$ cat src/rtl/product_display.sv
// Captures an 8-bit product, converts it to 3-digit BCD with a bit-serial double-dabble
// engine, and drives a multiplexed common-anode 7-segment display with leading-zero blanking.
module product_display #(
    parameter int REFRESH_DIV = 50000
) (
    input  logic        clk,
    input  logic        rst_n,
    input  logic [7:0]  p_in,
    input  logic        p_valid,
    output logic        busy,
    output logic        done,
    output logic [11:0] bcd,
    output logic [6:0]  seg,
    output logic [2:0]  an
);

    localparam int CW = $clog2(REFRESH_DIV);

    typedef enum logic [1:0] {IDLE, CONV, DONE} state_t;

    state_t         state, next_state;
    logic [7:0]     bin;
    logic [11:0]    scratch;
    logic [11:0]    adj;
    logic [2:0]     count;
    logic [CW-1:0]  refresh_cnt;
    logic [1:0]     digit_idx;
    logic [1:0]     next_idx;
    logic [2:0]     next_an;
    logic [3:0]     digit;
    logic           blank;

    always_ff @(posedge clk or negedge rst_n) begin
        if (!rst_n) state <= IDLE;
        else        state <= next_state;
    end

    always_comb begin
        next_state = state;
        case (state)
            IDLE:    if (p_valid) next_state = CONV;
            CONV:    if (count == 3'd7) next_state = DONE;
            DONE:    next_state = IDLE;
            default: next_state = IDLE;
        endcase
    end

    always_comb begin
        busy = (state != IDLE);
    end

    // Add-3 correction applied to every BCD nibble before each shift
    always_comb begin
        adj = scratch;
        for (int i = 0; i < 3; i++) begin
            if (scratch[4*i +: 4] >= 4'd5) adj[4*i +: 4] = scratch[4*i +: 4] + 4'd3;
        end
    end

    always_ff @(posedge clk or negedge rst_n) begin
        if (!rst_n) begin
            bin     <= '0;
            scratch <= '0;
            count   <= '0;
            bcd     <= '0;
            done    <= 1'b0;
        end else begin
            done <= 1'b0;
            case (state)
                IDLE: begin
                    if (p_valid) begin
                        bin     <= p_in;
                        scratch <= '0;
                        count   <= '0;
                    end
                end
                CONV: begin
                    scratch <= {adj[10:0], bin[7]};
                    bin     <= {bin[6:0], 1'b0};
                    count   <= count + 3'd1;
                end
                DONE: begin
                    bcd  <= scratch;
                    done <= 1'b1;
                end
                default: ;
            endcase
        end
    end

    always_comb begin
        next_idx = (digit_idx == 2'd2) ? 2'd0 : digit_idx + 2'd1;
        case (next_idx)
            2'd0:    next_an = 3'b110;
            2'd1:    next_an = 3'b101;
            default: next_an = 3'b011;
        endcase
    end

    // an is registered alongside the digit index so the two never disagree
    always_ff @(posedge clk or negedge rst_n) begin
        if (!rst_n) begin
            refresh_cnt <= '0;
            digit_idx   <= 2'd0;
            an          <= 3'b110;
        end else if (refresh_cnt == CW'(REFRESH_DIV - 1)) begin
            refresh_cnt <= '0;
            digit_idx   <= next_idx;
            an          <= next_an;
        end else begin
            refresh_cnt <= refresh_cnt + CW'(1);
        end
    end

    always_comb begin
        case (digit_idx)
            2'd0:    begin digit = bcd[3:0];  blank = 1'b0; end
            2'd1:    begin digit = bcd[7:4];  blank = (bcd[11:4] == 8'h00); end
            default: begin digit = bcd[11:8]; blank = (bcd[11:8] == 4'h0); end
        endcase
    end

    always_comb begin
        seg = 7'b1111111;
        if (!blank) begin
            case (digit)
                4'd0: seg = 7'b1000000;
                4'd1: seg = 7'b1111001;
                4'd2: seg = 7'b0100100;
                4'd3: seg = 7'b0110000;
                4'd4: seg = 7'b0011001;
                4'd5: seg = 7'b0010010;
                4'd6: seg = 7'b0000010;
                4'd7: seg = 7'b1111000;
                4'd8: seg = 7'b0000000;
                4'd9: seg = 7'b0010000;
                default: seg = 7'b1111111;
            endcase
        end
    end

endmodule
$ cat config.mk
export PLATFORM = sky130hd
export DESIGN_NAME = product_display
export DESIGN_NICKNAME = d
export VERILOG_FILES = /design/src/rtl/product_display.sv
export SDC_FILE = /design/constraint.sdc
export NUM_CORES = 1
export LEC_CHECK = 0
export CAP_MARGIN = 15
export CORE_ASPECT_RATIO = 1.75
export CORE_MARGIN = 2
export CORE_UTILIZATION = 50
export DETAILED_ROUTE_END_ITERATION = 8
export PLACE_DENSITY = 0.75
export SETUP_SLACK_MARGIN = 0.15
export SKIP_CTS_REPAIR_TIMING = 1
export SLEW_MARGIN = 10
export SYNTH_ARGS = -nofsm -noshare
export SYNTH_HDL_FRONTEND = slang
export SYNTH_SLANG_ARGS = --single-unit
$ cat constraint.sdc
create_clock -name clk -period 2.1 [get_ports clk]
set_input_delay 0.63 -clock clk [delete_from_list [all_inputs] [get_ports clk]]
set_output_delay 0.63 -clock clk [all_outputs]
set_load 0.03 [all_outputs]
# Yosys cells after proc, flatten, opt, wreduce, memory -nomap -nowiden
# Memory sizes are Yosys's and may differ from the RTL's.
# Cells that the tools add are included.
# totals
ff_bits	59
rom_bits	112
inputBits	11
out_inout_bits	24
mem_count	1
# classes
add_sub_neg	6
n_lt_le_gt_ge	3
eq_ne	9
n_mux	19
reduce_logical	9
# mem_list
name	depth	width	read_ports	rd_clocked_by_memory_dff	write_ports	line	text
(name not given)	16	7	1	0	0	126	case (digit)
# ops
op	n
one-hot mux 12 bit (2 select lines)	1
adder 16 x 1 -> 16 bit (second input constant)	1
== test 16 bit (second input constant)	1
2-to-1 mux 16 bit	1
one-hot mux 8 bit (2 select lines)	1
greater-or-equal comparator 4 x 3 -> 1 bit (second input constant)	3
2-to-1 mux 12 bit	1
one-hot mux 3 bit (2 select lines)	2
adder 4 x 2 -> 4 bit (second input constant)	2
zero test 8 bit	1
2-to-1 mux 4 bit	2
2-to-1 mux 8 bit	1
one-hot mux 4 bit (2 select lines)	1
2-to-1 mux 7 bit	1
== test 2 x 1 -> 1 bit (second input constant)	3
zero test 2 bit	3
2-to-1 mux 2 bit	3
2-to-1 mux 3 bit	2
== test 2 bit (second input constant)	2
zero test 4 bit	1
!= test 2 bit (second input constant)	2
one-hot mux 2 bit (2 select lines)	1
AND reduction 2 bit	2
nonzero test 2 bit	2
other kinds (6)	6

# Longest topological paths before layout
# depth
word_depth	4
ltp_mapped	7

# Least setup slack after synthesis
# OpenSTA, ideal clock, no wires.
# synth_timing
path_kind	register to output
from	reg bcd[4]
to	out seg[1]
arrival_ns	2.101
required_ns	1.470
slack_ns	-0.631
stages_incl_launch_ff	7
cell_sequence	dfrtp_1 mux2i_1 o21ai_1 inv_1 ha_1 and2_1 o21ai_0
# synth_between
elab_chain_cells	3
elab_cells_between_ends	5
# synth_rtl
element	line	text
start: declaration	12	output logic [11:0] bcd,
start signal: assignment	83	bcd <= scratch;
one-hot mux 4 bit (2 select lines) or zero test 8 bit (tied branches)	116, 118	
memory (16 x 7 bit) or one-hot mux 1 bit (2 select lines) (tied branches)	-	
2-to-1 mux 7 bit *	125	if (!blank) begin
end: declaration	13	output logic [6:0] seg,
# Every way passes the cells marked *; elsewhere a longest branch is shown, timed or not.

# Worst setup path after layout
# layout_timing
from	reg digit_idx[0]
to	out seg[5]
# layout_between
elab_chain_cells	4
elab_cells_between_ends	6
# layout_rtl
element	line	text
start: declaration	27	logic [1:0] digit_idx;
start signal: assignment	108	digit_idx <= next_idx;
== test 2 x 1 -> 1 bit or zero test 2 bit (tied branches)	116	case (digit_idx)
one-hot mux 4 bit (2 select lines)	116	
memory (16 x 7 bit)	-	
2-to-1 mux 7 bit *	125	
# Marked as above.

==> reports/qor.csv <==
stage,metric,value,unit
run_status,status,finished with violations,
run_status,violated checks,setup timing,
power,Peak VDD IR,0.000918,V
setup_path,Top delay family on crit path,buffers and inverters,
timing,TNS Setup,-3030,ps
floorplan,Core Area,5880,um^2
power,total power draw,5150,uW
clocking,Root Driver,clkbuf_8,
placed_design,Final HPWL DP,4540,um
final_layout,fin cells,446,
timing,RSZ-0062 raised after global routing,true,
clocking,Clock Path Buffers,2,
setup_path,CP Cell Sequence,buf_6 -> mux2i_4 -> o21a_1 -> buf_4 -> nor3_2 -> o21ai_2 -> buf_4,
floorplan,I/O Pins,35,
grt,first-pass GRT wire length,10800,um
timing,Max Fclk,388,MHz
timing,Tcrit/Tclk final,123,%
floorplan,Die X,62.7,um
final_layout,share of cells above drive strength 1,31.0,%
floorplan,Row Count,37,
timing,WHS,284,ps
run,Max Cap Viol,0,
grt,initial antenna violation count,0,
logic_synthesis,number of synthesized flops with an enable pin,0,
logic_synthesis,synthesized area,3020,um^2
timing,relative slew slack,60.6,%
logic_synthesis,Mapped Avg Cell Area,10.4,um^2
setup_path,Critical Path AT,1950,ps
floorplan,die height,107,um
detailed_routing,DRT iter0 DRCs,142,
grt,pin count of the biggest net entering global routing,60,
clocking,clk_lat worst skew,350,ps
setup_path,Worst setup SP type,flip-flop,
setup_path,WP buf/inv,3,
detailed_routing,routed via count,2439,
timing,Hold Fails Final Rpt,0,
timing,measured slew at the worst slew-check pin,589,ps
logic_synthesis,post-synthesis sequential area ratio,49.0,%
timing,# setup viols final,7,
detailed_routing,final antenna-violating net count,0,
clocking,clk slew on worst S/H paths,70,ps
grt,vias in the first global route,2420,
clocking,H-tree depth,3,
setup_path,Crit path required time,1470,ps
grt,gr usage total,21.0,%
hold_path,Worst Hold Class,in -> async,
clocking,CTS tree,yes,
placed_design,IO buf count,34,
final_layout,Total Nets Final,386,
detailed_routing,Routed Wire Length,6670,um
final_layout,Ant. Diodes,0,
logic_synthesis,Cell variety after synth,47,
logic_synthesis,Yosys Warn Count,0,
logic_synthesis,ys async rst share,100,%
timing,fin crit period,2580,ps
setup_path,Critical Path Slowest Stage Cell,dfrtp_2,
floorplan,DIE AREA,6700,um^2
power,Leak Pwr,0.00214,uW
floorplan,Starting Density,51.3,%
setup_path,critical path's largest stage delay,460,ps
detailed_routing,Wirelength per Cell,15.0,um
timing,clk_skew,10.6,ps
placed_design,Cells after DPL,425,
setup_path,crit path kind,reg -> out,
grt,grt ovf,0,
placed_design,placer congestion estimate,0.853,
setup_path,Worst setup EP type,primary output,
detailed_routing,Via-to-Cell Ratio,5.47,
logic_synthesis,Synth Flop Type,dfrtp_1,
logic_synthesis,Yosys reg bits,59,
clocking,CTS buffer count,9,
detailed_routing,drt first pass iters,5,
power,Pwr per Cell Area,1260,nW/um^2
timing,final worst setup slack,-476,ps
setup_path,"Max FO, Critical Path",5,
setup_path,"most used cell, CP",buf_4,
timing,fin. max-slew vios,0,
clocking,# clock sinks,59,
logic_synthesis,post-synthesis instance total,289,
final_layout,"Area growth, synth to finish",35.4,%
logic_synthesis,syn_nets,312,
detailed_routing,# DRC,0,
[state kept, by name, indices dropped and copies added (netlist names), 2 cells and up]
| signal | flops |
|---|---|
| refresh_cnt | 16 |
| bcd | 12 |
| scratch | 12 |
| bin | 8 |
| an | 3 |
| count | 3 |
| digit_idx | 2 |
| state | 2 |
[layer usage]
layer / vias up / GRT usage, % / part of all wire, %
li1: 1172 / - / -
met1: 1193 / 22.4 / 40
met2: 54 / 36.6 / 54
met3: 20 / 5.77 / 3.5
met4: 0 / 12.5 / 3.2
met5: - / 0 / 0
[cells in the final DEF, fill, tap and decap left out, types with 3 or more instances in the layout]
cell / instances
buf_4: 37
xnor2_1: 7
nand2b_1: 4
inv_1: 8
nand4_1: 6
clkdlybuf4s50_1: 9
mux2_2: 14
xor2_1: 9
and3_1: 4
a21oi_1: 15
dfrtp_1: 51
nand2_1: 32
clkbuf_8: 11
nor3b_1: 7
o21ai_2: 7
a21o_1: 3
nor3_2: 3
nor2_1: 13
nor3_1: 3
a22o_1: 4
mux2i_1: 6
dfrtp_2: 6
buf_6: 9
nand3_1: 7
ha_1: 10
dlymetal6s2s_1: 16
o21ai_0: 20
[path summary, 6_finish.rpt]
check,depth (start not counted),startpoint,to,slack [ps]
worst max-delay path,7,digit_idx[0]$_DFFE_PN0N_,seg[5],-480
worst min-delay path,2,rst_n,refresh_cnt[9]$_DFF_PN0_,280
worst max register to register,6,scratch[5]$_DFFE_PN0P_,scratch[6]$_DFFE_PN0P_,380
worst min register to register,1,an[0]$_DFFE_PN0N_,an[0]$_DFFE_PN0N_,480
max in group asynchronous,2,rst_n,an[2]$_DFFE_PN1N_,1520
min in group clk,1,an[0]$_DFFE_PN0N_,an[0]$_DFFE_PN0N_,480
[cell usage after synthesis (2+ instances only)]
master    count  area (um^2)
a21o_1        3         22.5
nor2_1       13         48.8
dfstp_2       2         52.6
buf_2         4         20.0
and4_1        2         17.5
dfrtp_1      57         1430
and2_1        3         18.8
o21ai_0      26          130
nand2b_1      4         25.0
mux2_2       14          158
ha_1         12          150
nor3b_1       7         52.6
xor2_1        9         78.8
xnor2_1       7         61.3
buf_4         2         15.0
and3_1        4         25.0
nor3_1        5         25.0
and4_4        2         22.5
a22o_1        4         35.0
a21oi_1      16         80.1
mux2i_1       7         70.1
nor2b_1       2         12.5
o21a_1        2         15.0
o31ai_1       2         15.0
clkbuf_1      4         15.0
nand4_1       6         37.5
inv_1         9         33.8
o21ai_1       3         15.0
nor4_1        2         12.5
nand2_1      32          120
nand3_1       7         35.0
a211oi_1      2         15.0
[report_power, final]
group	internal, uW	total [uW]	switching (uW)
registers	1420	1670	251
clock network	731	1170	443
logic	1090	2300	1210
total	3240	5150	1910
[final cells by class]
class	instances	area, um^2
Fill cell	445	1790
Sequential cell	59	1490
Multi-Input combinational cell	210	1540
Inverter	9	33.8
Clock inverter	4	72.6
Clock buffer	12	155
Tap cell	78	97.6
Timing Repair Buffer	74	699
[stage by stage]
stage / worst slack, ps / util (%) / area [um^2]
after floorplan: -138 / - / 3060
after global placement: -372 / 62.8 / 3690
after detailed placement: -437 / 62.8 / 3690
after CTS: -823 / 66.6 / 3920
after global routing: -520 / 69.5 / 4090
final: -476 / 69.5 / 4090
[worst register-to-register path: cells and delay by family, from the launching register on]
family          cells  cell delay [ps]
flops               1              420
mux                 1              370
compound gates      2              420
buf+inv             1              110
fa+ha+maj           1              180
simple gates        1              140
[cell families (layout without fill, tap and decap cells)]
| group | Yosys count | count (layout) | synth area share (%) |
|---|---|---|---|
| flip-flops | 59 | 59 | 49.0 |
| AO/OA/AOI/OAI | 64 | 64 | 12.6 |
| buffers and inverters | 20 | 99 | 3.15 |
| multiplexers | 21 | 21 | 7.55 |
| XOR/XNOR | 16 | 16 | 4.64 |
| adder cells (fa/ha/maj) | 12 | 12 | 4.97 |
| AND/OR/NAND/NOR | 97 | 97 | 18.1 |
No activity file was read; power rests on OpenSTA's default activity.
==> RTL change 1: new RTL, config.mk and constraints unchanged <==
The 3 states of `state_t` get a one-hot encoding in 3 bits.
--- a/src/rtl/product_display.sv
+++ b/src/rtl/product_display.sv
@@ -17,5 +17,5 @@
     localparam int CW = $clog2(REFRESH_DIV);
 
-    typedef enum logic [1:0] {IDLE, CONV, DONE} state_t;
+    typedef enum logic [2:0] {IDLE = 3'b001, CONV = 3'b010, DONE = 3'b100} state_t;
 
     state_t         state, next_state;
Function: same outputs for any inputs over 10 cycles, from zero or initial values and one cycle with rst_n low; not proved beyond that.
==> RTL change 1 against the original RTL <==
- the run still ends with setup timing left
- cell area increased by 0.34%
- sequential cell count increased by 1
- worst setup slack improved by 0.046 ns
- utilization decreased by 0.31 points
- synthesized area increased by 2.1%
- wire length decreased by 4.1%
- sequential share of layout area increased by 0.52 points
- worst hold slack got worse by 0.033 ns
- critical path type unchanged
Power is not compared: it rests on default switching activity, and its combinational part moved more than twofold at a synthesized area within 25%.
==> RTL change 1: results (changes against the original RTL) <==
GLOBAL ROUTE
--------------------------------------------------------------------------------------
Pin count of the biggest net entering global routing ....................           27   -55%
Global-route usage over all layers ......................................        0.209   -0.00120
First-pass GRT wire length ..............................................     11100 µm   +2.2%
Number of global-route vias before repair ...............................         2478   +2.4%

SETUP PATH
--------------------------------------------------------------------------------------
Signal arrival time at the worst endpoint ...............................      1.90 ns   -0.05 ns
Register-to-register path setup slack ...................................      0.35 ns   -0.03 ns
Reg2reg start ...........................................................   scratch[0]
Family with the most delay on the worst path ............................   flip-flops
Largest fanout of any net on the critical path ..........................            6   +1

STATUS
--------------------------------------------------------------------------------------
Violations in the final reports ......................................... setup timing
Run status .............................................................. finished with violations

DRT
--------------------------------------------------------------------------------------
Total Wirelength ........................................................      6400 µm   -4.1%
Number of iterations in the first detailed-routing pass .................            4   -1
Initial DRC count .......................................................           97   -32%
Vias per cell ...........................................................         5.36   -1.9%

STA
--------------------------------------------------------------------------------------
Minimum hold slack ......................................................     0.251 ns   -0.0328 ns
Final worst slack .......................................................    -0.430 ns   +0.0464 ns
Setup violations, final .................................................            7   unchanged
Tightest Pin Transition .................................................     0.493 ns   -0.0968 ns

SYNTHESIS
--------------------------------------------------------------------------------------
Xor/xnor share of the synthesized area ..................................       0.0369   -0.00949
Post-synth net total ....................................................          309   -0.96%
Number of distinct standard cells referenced by the synthesized netlist .           45   -4.3%
Top post-synthesis cells by area ........................................ sky130_fd_sc_hd__dfrtp_1 46%, sky130_fd_sc_hd__mux2_2 6.6%, sky130_fd_sc_hd__ha_1 4.9%, sky130_fd_sc_hd__mux2i_1 4.9%, sky130_fd_sc_hd__nand2_1 4.3%
Part of the Yosys area used for sequential elements .....................        0.488   -0.00162
Synth Area in Adders ....................................................       0.0487   -0.00103
Multiplexer fraction of the synthesized cell area .......................        0.114   +0.0390
Area fraction in compound gates after synthesis .........................        0.112   -0.0136

PLACED DESIGN
--------------------------------------------------------------------------------------
Placed Area .............................................................  0.00380 mm²   +3.1%
Routability congestion estimate from global placement ...................        0.753   -12%

LAYOUT
--------------------------------------------------------------------------------------
Fillers .................................................................          485   +9.0%

## RTL change 1: changes by cell type after synthesis, sizes merged, moves of 3 or more
cell    change
o31ai       +3
mux2        +4
o22ai       +6
a32o        +3
xor2        -4
mux2i       +8
nand2       +3
nor3b       -5
a22o        -4
nor2        +3
and4bb      +3
and4        -3
o21ai       -5
a21oi      -11
## RTL change 1: how the worst max path moves through the flow
stage            startpoint  endpoint  slack, ns  cells past startpoint
4_1_cts        digit_idx[0]    seg[0]      -0.86                      7
3_3_place_gp   digit_idx[0]    seg[0]      -0.38                      7
3_5_place_dp   digit_idx[0]    seg[0]      -0.49                      7
5_1_grt        digit_idx[0]    seg[5]      -0.52                      6
2_1_floorplan  digit_idx[0]    seg[3]      -0.14                      7
6_report       digit_idx[0]    seg[1]      -0.43                      7
## RTL change 1: cell families (layout without fill, tap and decap cells)
kind of cell	after synthesis	after routing
compound gates	55	55
xor+xnor	13	13
fa+ha+maj	12	12
buf+inv	21	101
flops	60	60
mux	33	33
simple gates	92	92
## RTL change 1: stage by stage
| step | power, µW | util | TNS [ns] | std cells | setup slack [ns] |
|---|---|---|---|---|---|
| detailed placement | 2040 | 0.642 | -1.96 | 427 | -0.485 |
| CTS | 3080 | 0.675 | -5.61 | 443 | -0.859 |
| floorplan | 1800 | - | -0.419 | 286 | -0.140 |
| finish | 3050 | 0.692 | -2.78 | 444 | -0.430 |
| global route | 3240 | 0.692 | -3.40 | 444 | -0.522 |
| global placement | 2010 | 0.642 | -1.39 | 427 | -0.382 |
## RTL change 1: cell type report
type / instances / share of cell area
multi-input cells: 205 / 0.379
clock buffers: 15 / 0.0406
inverters: 11 / 0.0101
flip-flops and latches: 60 / 0.369
repair buffers: 74 / 0.171
clock inverters: 1 / 0.00732
well taps: 78 / 0.0238
## RTL change 1: power by group through the flow
stage / registers [µW] / clock network, µW / logic [µW]
floorplan: 1380 / 0 / 413
global placement: 1390 / 0 / 619
detailed placement: 1400 / 0 / 641
CTS: 1380 / 1060 / 642
global route: 1390 / 1110 / 738
finish: 1380 / 1030 / 645
## RTL change 1: routing by layer
| metal | share of wire | vias up | global-route usage |
|---|---|---|---|
| met4 | 0.025 | 0 | 0.120 |
| met1 | 0.40 | 1154 | 0.231 |
| li1 | - | 1169 | - |
| met2 | 0.54 | 45 | 0.359 |
| met3 | 0.033 | 13 | 0.0523 |
| met5 | 0 | - | 0 |
==> RTL change 2: new RTL, same settings <==
Made on the original files. The parameter `REFRESH_DIV` goes from 50000 to 12500.
--- a/src/rtl/product_display.sv
+++ b/src/rtl/product_display.sv
@@ -2,5 +2,5 @@
 // engine, and drives a multiplexed common-anode 7-segment display with leading-zero blanking.
 module product_display #(
-    parameter int REFRESH_DIV = 50000
+    parameter int REFRESH_DIV = 12500
 ) (
     input  logic        clk,
Function: same outputs for any inputs over 10 cycles, from zero or initial values and one cycle with rst_n low; that may be too few to reach the edited logic, so the function may still have changed.
==> RTL change 2 against the original RTL <==
- the run still ends with setup timing left
- worst setup slack got worse by 0.071 ns
- cell area fell by 4.8%
- wire length is 1.1% higher
- final cell count is 4.3% lower
- clock power down 27%
- synthesized area decreased by 3.9%
- sequential cell count decreased by 2
- combinational power grew 2%
- power shrank 5.4%
- largest cell class unchanged
- highest routed layer unchanged
==> RTL change 2: results (changes against the original RTL) <==
SYNTHESIS
--------------------------------------------------------------------------------------
Number of distinct standard cells referenced by the synthesized netlist .           39   -17%
Mean post-synth cell area ...............................................     10.4 µm²   -0.77%
Part of the Yosys area used for sequential elements .....................        0.492   +0.00240
Top post-synthesis cells by area ........................................ sky130_fd_sc_hd__dfrtp_1 47%, sky130_fd_sc_hd__mux2_2 5.8%, sky130_fd_sc_hd__ha_1 5.2%, sky130_fd_sc_hd__o21ai_0 4.7%, sky130_fd_sc_hd__xnor2_1 3.3%
Main synth FF type ...................................................... sky130_fd_sc_hd__dfrtp_1
Commonest cells post-synth .............................................. 55 x sky130_fd_sc_hd__dfrtp_1, 27 x sky130_fd_sc_hd__o21ai_0, 20 x sky130_fd_sc_hd__nand2_1, 15 x sky130_fd_sc_hd__a21oi_1, 15 x sky130_fd_sc_hd__mux2_2

STA
--------------------------------------------------------------------------------------
Final worst slack .......................................................    -0.547 ns   -0.0709 ns
Tightest Pin Transition .................................................     0.571 ns   -0.0183 ns
Clk_skew ................................................................   0.00747 ns   -0.00310 ns
Setup violations, final .................................................            7   unchanged

STATUS
--------------------------------------------------------------------------------------
Violations in the final reports ......................................... setup timing
Run status .............................................................. finished with violations

PWR
--------------------------------------------------------------------------------------
Combinational share of power ............................................        0.480   +0.033
Net Sw Frac .............................................................        0.395   +0.0244
Maximum vdd ir drop .....................................................       795 µV   -13%
Static Leakage ..........................................................   0.00196 µW   -8.5%

SETUP PATH
--------------------------------------------------------------------------------------
CP endpoint .............................................................       seg[3]
Depth of the worst register-to-register path ............................            5   -1
Reg2reg start ........................................................... refresh_cnt[3]
Signal arrival time at the worst endpoint ...............................      2.02 ns   +0.07 ns
Delay of the slowest critical-path stage ................................      0.44 ns   -0.02 ns
Family with the most delay on the worst path ............................   flip-flops
Capture point of the worst reg-to-reg path .............................. digit_idx[0]

LAYOUT
--------------------------------------------------------------------------------------
Final net count .........................................................          369   -4.4%
Leading registers by flop count ......................................... refresh_cnt: 14 flops, bcd: 12 flops, scratch: 12 flops
Fraction of final layout cells sized beyond drive strength 1 ............        0.285   -0.0249
Final non-filler cell total .............................................          427   -4.3%

GLOBAL ROUTE
--------------------------------------------------------------------------------------
First-pass GRT wire length ..............................................     10200 µm   -6.4%
Number of global-route vias before repair ...............................         2277   -5.9%
Pin count of the biggest net entering global routing ....................           22   -63%
Global-route usage over all layers ......................................        0.208   -0.00185

PLACED DESIGN
--------------------------------------------------------------------------------------
Placed Area .............................................................  0.00352 mm²   -4.7%
Post-DP HPWL ............................................................      4480 µm   -1.3%
Routability congestion estimate from global placement ...................        0.837   -1.9%
Placed instance count ...................................................          408   -4.0%

DRT
--------------------------------------------------------------------------------------
Number of iterations in the first detailed-routing pass .................            4   -1
Routed len/inst .........................................................      15.8 µm   +5.6%
Number of vias after detailed routing ...................................         2360   -3.2%

CLOCK NETWORK
--------------------------------------------------------------------------------------
Clk_lat worst skew ......................................................      0.33 ns   -0.02 ns

RTL change 2: changes by cell type in the layout (fill, tap and decap cells not counted), sizes merged, moves of 3 or more:
| cell | change |
|---|---|
| a22oi | +7 |
| nor2b | +9 |
| inv | +3 |
| nand2 | -12 |
| buf | -10 |
| and4 | -4 |
| a21o | -3 |
| xnor2 | +4 |
| xor2 | -4 |
| nor3b | -7 |
| clkbuf | +3 |
RTL change 2: cells by family (layout without fill, tap and decap cells):
family,after synthesis,in the layout,synth area share
AOI/OAI and AO/OA,66,66,0.134
and+or+nand+nor,85,85,0.160
DFF,57,57,0.492
muxes,22,22,0.0824
buffers and inverters,22,93,0.0315
adders and majority gates,12,12,0.0517
xor gates and xnor gates,16,16,0.0483
RTL change 2: through the flow:
step	total power [µW]	worst slack (ns)	hold slack (ns)	utilization	TNS, ns
2_1_floorplan	3030	-0.129	0.334	-	-0.457
3_3_place_gp	3710	-0.121	0.487	0.630	-0.496
3_5_place_dp	3790	-0.184	0.492	0.630	-0.867
4_1_cts	4670	-0.541	0.257	0.659	-3.82
5_1_grt	5200	-0.565	0.271	0.697	-3.30
6_report	4870	-0.547	0.251	0.697	-2.93
RTL change 2: layer usage:
| layer | wire length (µm) | global-route usage | up-vias | part of all wire |
|---|---|---|---|---|
| li1 | - | - | 1125 | - |
| met1 | 2580 | 0.241 | 1159 | 0.38 |
| met2 | 3820 | 0.355 | 63 | 0.57 |
| met3 | 219 | 0.0483 | 13 | 0.032 |
| met4 | 123 | 0.0805 | 0 | 0.018 |
| met5 | 0 | 0 | - | 0 |
RTL change 2: final cells by class:
class,count,area share
multi-input cells,201,0.392
inverters,12,0.0116
flip-flops and latches,57,0.369
clock buffers,15,0.0402
well taps,76,0.0244
clock inverters,1,0.00129
repair buffers,65,0.161
